==> src/rtl/mem_arbiter_if.sv <==
// ---------------------------------------------------------------------------
// mem_arbiter_if
//   Bundles the two requester ports and the exmem-side bus of mem_arbiter.
//   Port N (N = 0 cpu, 1 loader/DMA):
//     reqN, weN, adrN, wdataN  requester -> arbiter
//     ackN, rdataN             arbiter   -> requester
//   Memory side:
//     mem_read, mem_write, mem_adr, mem_wdata  arbiter -> exmem
//     mem_rdata                                exmem   -> arbiter
//   busy: arbiter status, high outside IDLE.
//   slave  : the arbiter's view.
//   master : the surrounding system's view (requesters plus exmem).
// ---------------------------------------------------------------------------
interface mem_arbiter_if #(
    parameter int WIDTH = 8
);
    logic             req0, we0, ack0;
    logic [WIDTH-1:0] adr0, wdata0, rdata0;
    logic             req1, we1, ack1;
    logic [WIDTH-1:0] adr1, wdata1, rdata1;
    logic             mem_read, mem_write;
    logic [WIDTH-1:0] mem_adr, mem_wdata, mem_rdata;
    logic             busy;

    modport slave (
        input  req0, we0, adr0, wdata0,
        input  req1, we1, adr1, wdata1,
        output ack0, rdata0, ack1, rdata1,
        output mem_read, mem_write, mem_adr, mem_wdata,
        input  mem_rdata,
        output busy
    );

    modport master (
        output req0, we0, adr0, wdata0,
        output req1, we1, adr1, wdata1,
        input  ack0, rdata0, ack1, rdata1,
        input  mem_read, mem_write, mem_adr, mem_wdata,
        output mem_rdata,
        input  busy
    );
endinterface

==> src/rtl/mem_arbiter.sv <==
// ---------------------------------------------------------------------------
// mem_arbiter
//   Two-port round-robin arbiter in front of the single exmem memory.
//   One access at a time: IDLE -> ACCESS -> WAIT (MEM_LAT cycles) -> DONE.
//   Strobes are driven for the single ACCESS cycle; read data is captured on
//   the last WAIT cycle and the winner gets a one-cycle ack in DONE.
// Parameters
//   WIDTH    data/address width
//   MEM_LAT  strobe-to-valid-mem_rdata latency, 1..15
// Ports
//   clk    system clock, posedge
//   reset  asynchronous, active-high
//   bus    mem_arbiter_if.slave (requester ports, exmem bus, busy)
// ---------------------------------------------------------------------------
module mem_arbiter #(
    parameter int WIDTH   = 8,
    parameter int MEM_LAT = 1
) (
    input  logic                clk,
    input  logic                reset,
    mem_arbiter_if.slave        bus
);
    localparam int NUM_PORTS = 2;
    localparam int CW        = 4;

    typedef enum logic [1:0] {IDLE, ACCESS, WAIT, DONE} state_t;

    state_t state, state_d;

    // Port signals gathered into packed arrays so per-port logic is indexed.
    logic [NUM_PORTS-1:0]            req;
    logic [NUM_PORTS-1:0]            we;
    logic [NUM_PORTS-1:0][WIDTH-1:0] adr, wdata;
    logic [NUM_PORTS-1:0]            ack;

    logic [WIDTH-1:0] rdata_q [NUM_PORTS];

    logic             last;      // port granted most recently
    logic             win;       // port owning the current transaction
    logic             win_d;
    logic             we_q;
    logic [WIDTH-1:0] adr_q, wdata_q;
    logic [CW-1:0]    cnt;

    assign req   = {bus.req1, bus.req0};
    assign we    = {bus.we1, bus.we0};
    assign adr   = {bus.adr1, bus.adr0};
    assign wdata = {bus.wdata1, bus.wdata0};

    // With both requesting, the port that did not go last wins; otherwise
    // the single requester wins (req[1] picks port 1 when only it is set).
    assign win_d = (req == 2'b11) ? ~last : req[1];

    always_ff @(posedge clk or posedge reset) begin
        if (reset) state <= IDLE;
        else       state <= state_d;
    end

    always_comb begin
        state_d   = state;
        ack       = '0;
        bus.mem_read  = 1'b0;
        bus.mem_write = 1'b0;
        case (state)
            IDLE:   if (|req) state_d = ACCESS;
            ACCESS: begin
                bus.mem_read  = ~we_q;
                bus.mem_write = we_q;
                state_d       = WAIT;
            end
            WAIT:   if (cnt == CW'(1)) state_d = DONE;
            DONE: begin
                ack[win] = 1'b1;
                state_d  = IDLE;
            end
            default: state_d = IDLE;
        endcase
    end

    // Request latch and wait counter. Inputs are only looked at in IDLE, so
    // requesters may change adr/we/wdata freely once granted.
    always_ff @(posedge clk or posedge reset) begin
        if (reset) begin
            last    <= 1'b1;
            win     <= 1'b0;
            we_q    <= 1'b0;
            adr_q   <= '0;
            wdata_q <= '0;
            cnt     <= '0;
        end else begin
            case (state)
                IDLE: if (|req) begin
                    win     <= win_d;
                    last    <= win_d;
                    we_q    <= we[win_d];
                    adr_q   <= adr[win_d];
                    wdata_q <= wdata[win_d];
                end
                ACCESS: cnt <= CW'(MEM_LAT);
                WAIT:   cnt <= cnt - CW'(1);
                default: ;
            endcase
        end
    end

    // Per-port read data: loaded on the last WAIT cycle of a read owned by
    // that port, otherwise held.
    always_ff @(posedge clk or posedge reset) begin
        if (reset) begin
            for (int i = 0; i < NUM_PORTS; i++) rdata_q[i] <= '0;
        end else begin
            for (int i = 0; i < NUM_PORTS; i++)
                if (state == WAIT && cnt == CW'(1) && !we_q && win == 1'(i))
                    rdata_q[i] <= bus.mem_rdata;
        end
    end

    assign bus.ack0      = ack[0];
    assign bus.ack1      = ack[1];
    assign bus.rdata0    = rdata_q[0];
    assign bus.rdata1    = rdata_q[1];
    assign bus.mem_adr   = adr_q;
    assign bus.mem_wdata = wdata_q;
    assign bus.busy      = (state != IDLE);
endmodule

==> src/flat_wrapper.sv <==
// flat-port wrapper written by rule: the top's interface ports become plain ports
module mem_arbiter_flat 
#(
    parameter int WIDTH   = 8,
    parameter int MEM_LAT = 1
)
  (clk, reset, bus_req0, bus_we0, bus_adr0, bus_wdata0, bus_req1, bus_we1, bus_adr1, bus_wdata1, bus_ack0, bus_rdata0, bus_ack1, bus_rdata1, bus_mem_read, bus_mem_write, bus_mem_adr, bus_mem_wdata, bus_mem_rdata, bus_busy);
  mem_arbiter_if #(.WIDTH(WIDTH)) bus_i ();
  input  logic clk;
  input  logic reset;
  input wire logic [$bits(bus_i.req0)-1:0] bus_req0;
  input wire logic [$bits(bus_i.we0)-1:0] bus_we0;
  input wire logic [$bits(bus_i.adr0)-1:0] bus_adr0;
  input wire logic [$bits(bus_i.wdata0)-1:0] bus_wdata0;
  input wire logic [$bits(bus_i.req1)-1:0] bus_req1;
  input wire logic [$bits(bus_i.we1)-1:0] bus_we1;
  input wire logic [$bits(bus_i.adr1)-1:0] bus_adr1;
  input wire logic [$bits(bus_i.wdata1)-1:0] bus_wdata1;
  output wire logic [$bits(bus_i.ack0)-1:0] bus_ack0;
  output wire logic [$bits(bus_i.rdata0)-1:0] bus_rdata0;
  output wire logic [$bits(bus_i.ack1)-1:0] bus_ack1;
  output wire logic [$bits(bus_i.rdata1)-1:0] bus_rdata1;
  output wire logic [$bits(bus_i.mem_read)-1:0] bus_mem_read;
  output wire logic [$bits(bus_i.mem_write)-1:0] bus_mem_write;
  output wire logic [$bits(bus_i.mem_adr)-1:0] bus_mem_adr;
  output wire logic [$bits(bus_i.mem_wdata)-1:0] bus_mem_wdata;
  input wire logic [$bits(bus_i.mem_rdata)-1:0] bus_mem_rdata;
  output wire logic [$bits(bus_i.busy)-1:0] bus_busy;
  assign bus_i.req0 = bus_req0;
  assign bus_i.we0 = bus_we0;
  assign bus_i.adr0 = bus_adr0;
  assign bus_i.wdata0 = bus_wdata0;
  assign bus_i.req1 = bus_req1;
  assign bus_i.we1 = bus_we1;
  assign bus_i.adr1 = bus_adr1;
  assign bus_i.wdata1 = bus_wdata1;
  assign bus_ack0 = bus_i.ack0;
  assign bus_rdata0 = bus_i.rdata0;
  assign bus_ack1 = bus_i.ack1;
  assign bus_rdata1 = bus_i.rdata1;
  assign bus_mem_read = bus_i.mem_read;
  assign bus_mem_write = bus_i.mem_write;
  assign bus_mem_adr = bus_i.mem_adr;
  assign bus_mem_wdata = bus_i.mem_wdata;
  assign bus_i.mem_rdata = bus_mem_rdata;
  assign bus_busy = bus_i.busy;
  mem_arbiter #(.WIDTH(WIDTH), .MEM_LAT(MEM_LAT)) u_core (.clk(clk), .reset(reset), .bus(bus_i));
endmodule
==> config.mk <==
export PLATFORM = sky130hd
export DESIGN_NAME = mem_arbiter_flat
export DESIGN_NICKNAME = d
export VERILOG_FILES = /design/src/rtl/mem_arbiter_if.sv /design/src/rtl/mem_arbiter.sv /design/src/flat_wrapper.sv
export SDC_FILE = /design/constraint.sdc
export NUM_CORES = 1
export LEC_CHECK = 0
export CORE_MARGIN = 2
export CORE_UTILIZATION = 38
export CTS_CLUSTER_DIAMETER = 30
export DETAILED_ROUTE_END_ITERATION = 10
export MAX_ROUTING_LAYER = met4
export PLACE_DENSITY_LB_ADDON = 0.25
export REMOVE_ABC_BUFFERS = 1
export SLEW_MARGIN = 25
export SYNTH_ARGS = -nofsm -noshare
export SYNTH_HDL_FRONTEND = slang
export SYNTH_SLANG_ARGS = --single-unit
==> constraint.sdc <==
create_clock -name clk -period 4.82 [get_ports clk]
set_clock_uncertainty 0.1 [all_clocks]
set_input_delay 0.964 -clock clk [delete_from_list [all_inputs] [get_ports clk]]
set_output_delay 0.964 -clock clk [all_outputs]
set_load 0.03 [all_outputs]
==> flow_summary.toml <==
[outcome]
status = "completed"

[job]
maxCapViolCount = 0

[detailed_routing]
wl_per_cell_um = 13.3
first_pass_iters = 4
via_per_inst = 4.74
wl_mm = 4.12
drtIter0Drc = 94
drc = 0
num_vias = 1475
postRouteAntennaNets = 0

[power]
p_sw_share_pct = 40.7
p_comb_share_pct = 54.5
p_per_area_nw_per_um2 = 686
leakage_uw = 0.00133
p_int_uw = 1190
p_clk_share_pct = 14.4
ir_drop_mv = 0.339
p_seq_share_pct = 31.1
p_switching_uw = 815

[layout]
final_core_util_pct = 60.9
syn2layout_area_growth_pct = 52.8
fillers = 414
register_area_um2 = 1030
diodes = 0
fin_area_um2 = 2920
drive_above_1_share_pct = 9.02
multiInputGateArea_um2 = 831
nets = 296

[timing]
slew_headroom_pct = 39.0
hold_slack_ns = 0.385
drv_slew = 0
period_needed_ns = 2.94
finalCritPeriodShare_pct = 61.0
fin_ws_ns = 1.88
setup_viol = 0
fmax_mhz = 340
tns_ns = 0
max_slew.worst_pin.slew_ns = 0.914
rsz0062_at_grt = "false"
hold_viol_final = 0

[clock_network]
path_clk_slew_ns = 0.08
holdBufCountCts = 0
cts_tree = "yes"
postCtsSetupBuffers = 0
ctsResizeCount = 0
cts_sinks = 41
clock_latency_ns = 0.29
cts_buffers = 5
h-tree-depth = 2
root_buffer = "clkbuf_8"
clockBufferDepth = 2

[placed_design]
place_area_um2 = 2800
place_congestion = 0.722
dp_worst_setup_slack_ns = 1.88
portBuffers = 82
dp_hpwl_mm = 3.16

[worst_setup_path]
crit_path_frequent_cell = "inv_1"
cp_top_family = "buffers and inverters"
end_kind = "primary output"
crit_required_ns = 3.76
crit_slowest_cell = "clkdlybuf4s50_1"
cp_max_fo = 5
arrival_ns = 1.88
critPathKind = "reg2out"
cp_num_buf_inv = 3
crit_path_start_kind = "flip-flop"
critPathMaxStageDelay_ns = 0.68
path_cells = "inv_1, ha_1, inv_1, clkdlybuf4s50_1"

[synthesis]
synthMuxAreaShare_pct = 20.4
synth-seq-cells = 41
synth_compound_area_share_pct = 8.39
yosysTopAreaCell = "dfrtp_1"
postSynthAreaPerCell_um2 = 11.9
netlist-cell-type-count = 28
synthAdderAreaFrac_pct = 4.59
synth_top_family_by_area = "multiplexers"
netlist_instances = 160
synth_xor_area_share_pct = 0
synth.area.top_cells = "dfrtp_1, mux2i_1, mux2_4"
synthesis.area_um2 = 1910
synth_top_area_share_pct = 52.4
synth-simple-area-share_pct = 9.50
ys_seq_area_share_pct = 53.8
yosysWarnings = 0

[die]
die_area_um2 = 5610
start_util_pct = 39.9
io_pins = 83
fp.dieH_um = 74.9
core_area_um2 = 4790
fp-row-count = 25
dieWidth_um = 74.9

[global_route]
grt_overflow = 0
grt_max_degree = 36
antenna_found_initial = 0
grt_pass1_wl_mm = 6.71
grt_pass1_vias = 1394
grt_use_total_pct = 16.7

[worst_hold_path]
hold_path.class = "reg2reg"
[worst paths after layout]
kind	start	end	slack, ns	cells past startpoint
worst min register to register	u_core.bus.mem_wdata[5]$_DFFE_PP0P_	u_core.bus.mem_wdata[5]$_DFFE_PP0P_	0.38	2
max in group asynchronous	reset	u_core.last$_DFFE_PP1P_	2.99	3
worst max register to register	u_core.state[0]$_DFFE_PP0P_	u_core.bus.rdata0[3]$_DFFE_PP0P_	2.53	5
worst max-delay path	u_core.state[0]$_DFFE_PP0P_	bus_busy	1.88	4
worst min-delay path	u_core.bus.mem_wdata[5]$_DFFE_PP0P_	u_core.bus.mem_wdata[5]$_DFFE_PP0P_	0.38	2
min in group asynchronous	reset	u_core.bus.rdata0[2]$_DFFE_PP0P_	0.89	2
[power groups by stage]
| stage | clock [uW] | sequential (uW) | combinational [uW] |
|---|---|---|---|
| global placement | 0 | 627 | 1080 |
| global route | 310 | 648 | 1180 |
| CTS | 297 | 624 | 1100 |
| finish | 287 | 622 | 1090 |
| floorplan | 0 | 878 | 408 |
| detailed placement | 0 | 628 | 1100 |
[cells in the mapped netlist, drive strengths merged]
library cell  count
nand3b            2
a21bo             1
ha                7
or3               1
o311ai            1
inv               7
a21oi             3
clkbuf            3
and4bb            1
mux2             16
nor3b             1
dfstp             1
a31oi             1
o21ai            22
dfrtp            40
or3b              2
buf               4
o32a              1
nand3             2
nand2            20
and2              2
and3              1
nor2b             3
mux2i            18
[metal layers]
layer  up-vias  share of wire, %  track usage [%]
met5         -                 0                -
met4         0               2.0             7.74
met3         9               7.9             5.22
met2        62                45             24.3
met1       685                45             21.2
li1        719                 -                -
[cells by family after synthesis]
group / count (synthesis)
flip-flops: 41
AND/OR/NAND/NOR: 35
multiplexers: 34
AO/OA/AOI/OAI: 29
buffers and inverters: 14
adder cells (fa/ha/maj): 7
[worst register-to-register path, stage by stage (launching register included)]
cell,delay (ns)
dfrtp_1,0.43
inv_1,0.12
ha_1,0.32
and4bb_1,0.25
or3b_1,0.58
mux2_4,0.38
[per-stage QoR]
step / total power (uW) / cells
2_1_floorplan: 1290 / 153
3_3_place_gp: 1710 / 303
3_5_place_dp: 1730 / 303
4_1_cts: 2030 / 311
5_1_grt: 2130 / 311
6_report: 2000 / 311
[layout make-up]
| type | instances | share of cell area [%] |
|---|---|---|
| clock buffer | 6 | 2.83 |
| clock inverter | 2 | 1.29 |
| inverter | 7 | 0.901 |
| multi-input combinational | 105 | 28.5 |
| sequential | 41 | 35.2 |
| tap | 67 | 2.87 |
| timing repair buffer | 83 | 28.4 |
[cells in the final DEF (no fill, tap or decap), drive strengths merged]
master | synthesis | layout
clkinvlp | 0 | 1
a21bo | 1 | 1
inv | 7 | 6
o311ai | 1 | 1
nand3 | 2 | 2
or3b | 2 | 2
clkinv | 0 | 1
or3 | 1 | 1
and3 | 1 | 1
bufinv | 0 | 1
o32a | 1 | 1
nor2b | 3 | 3
and4bb | 1 | 1
nand2 | 20 | 20
nor3b | 1 | 1
mux2 | 16 | 16
o21ai | 22 | 22
clkdlybuf4s50 | 0 | 82
ha | 7 | 7
clkbuf | 3 | 6
a21oi | 3 | 3
dfrtp | 40 | 40
a31oi | 1 | 1
nand3b | 2 | 2
dfstp | 1 | 1
mux2i | 18 | 18
and2 | 2 | 2
buf | 4 | 1
[state kept, by name, summed over array words and instances (netlist names)]
name / flops
u_core.last: 1
u_core.we_q: 1
u_core.win: 1
u_core.bus.rdata0: 8
u_core.state: 2
u_core.bus.rdata1: 8
u_core.bus.mem_adr: 8
u_core.cnt: 4
u_core.bus.mem_wdata: 8
Power figures use the tool's default switching activity.
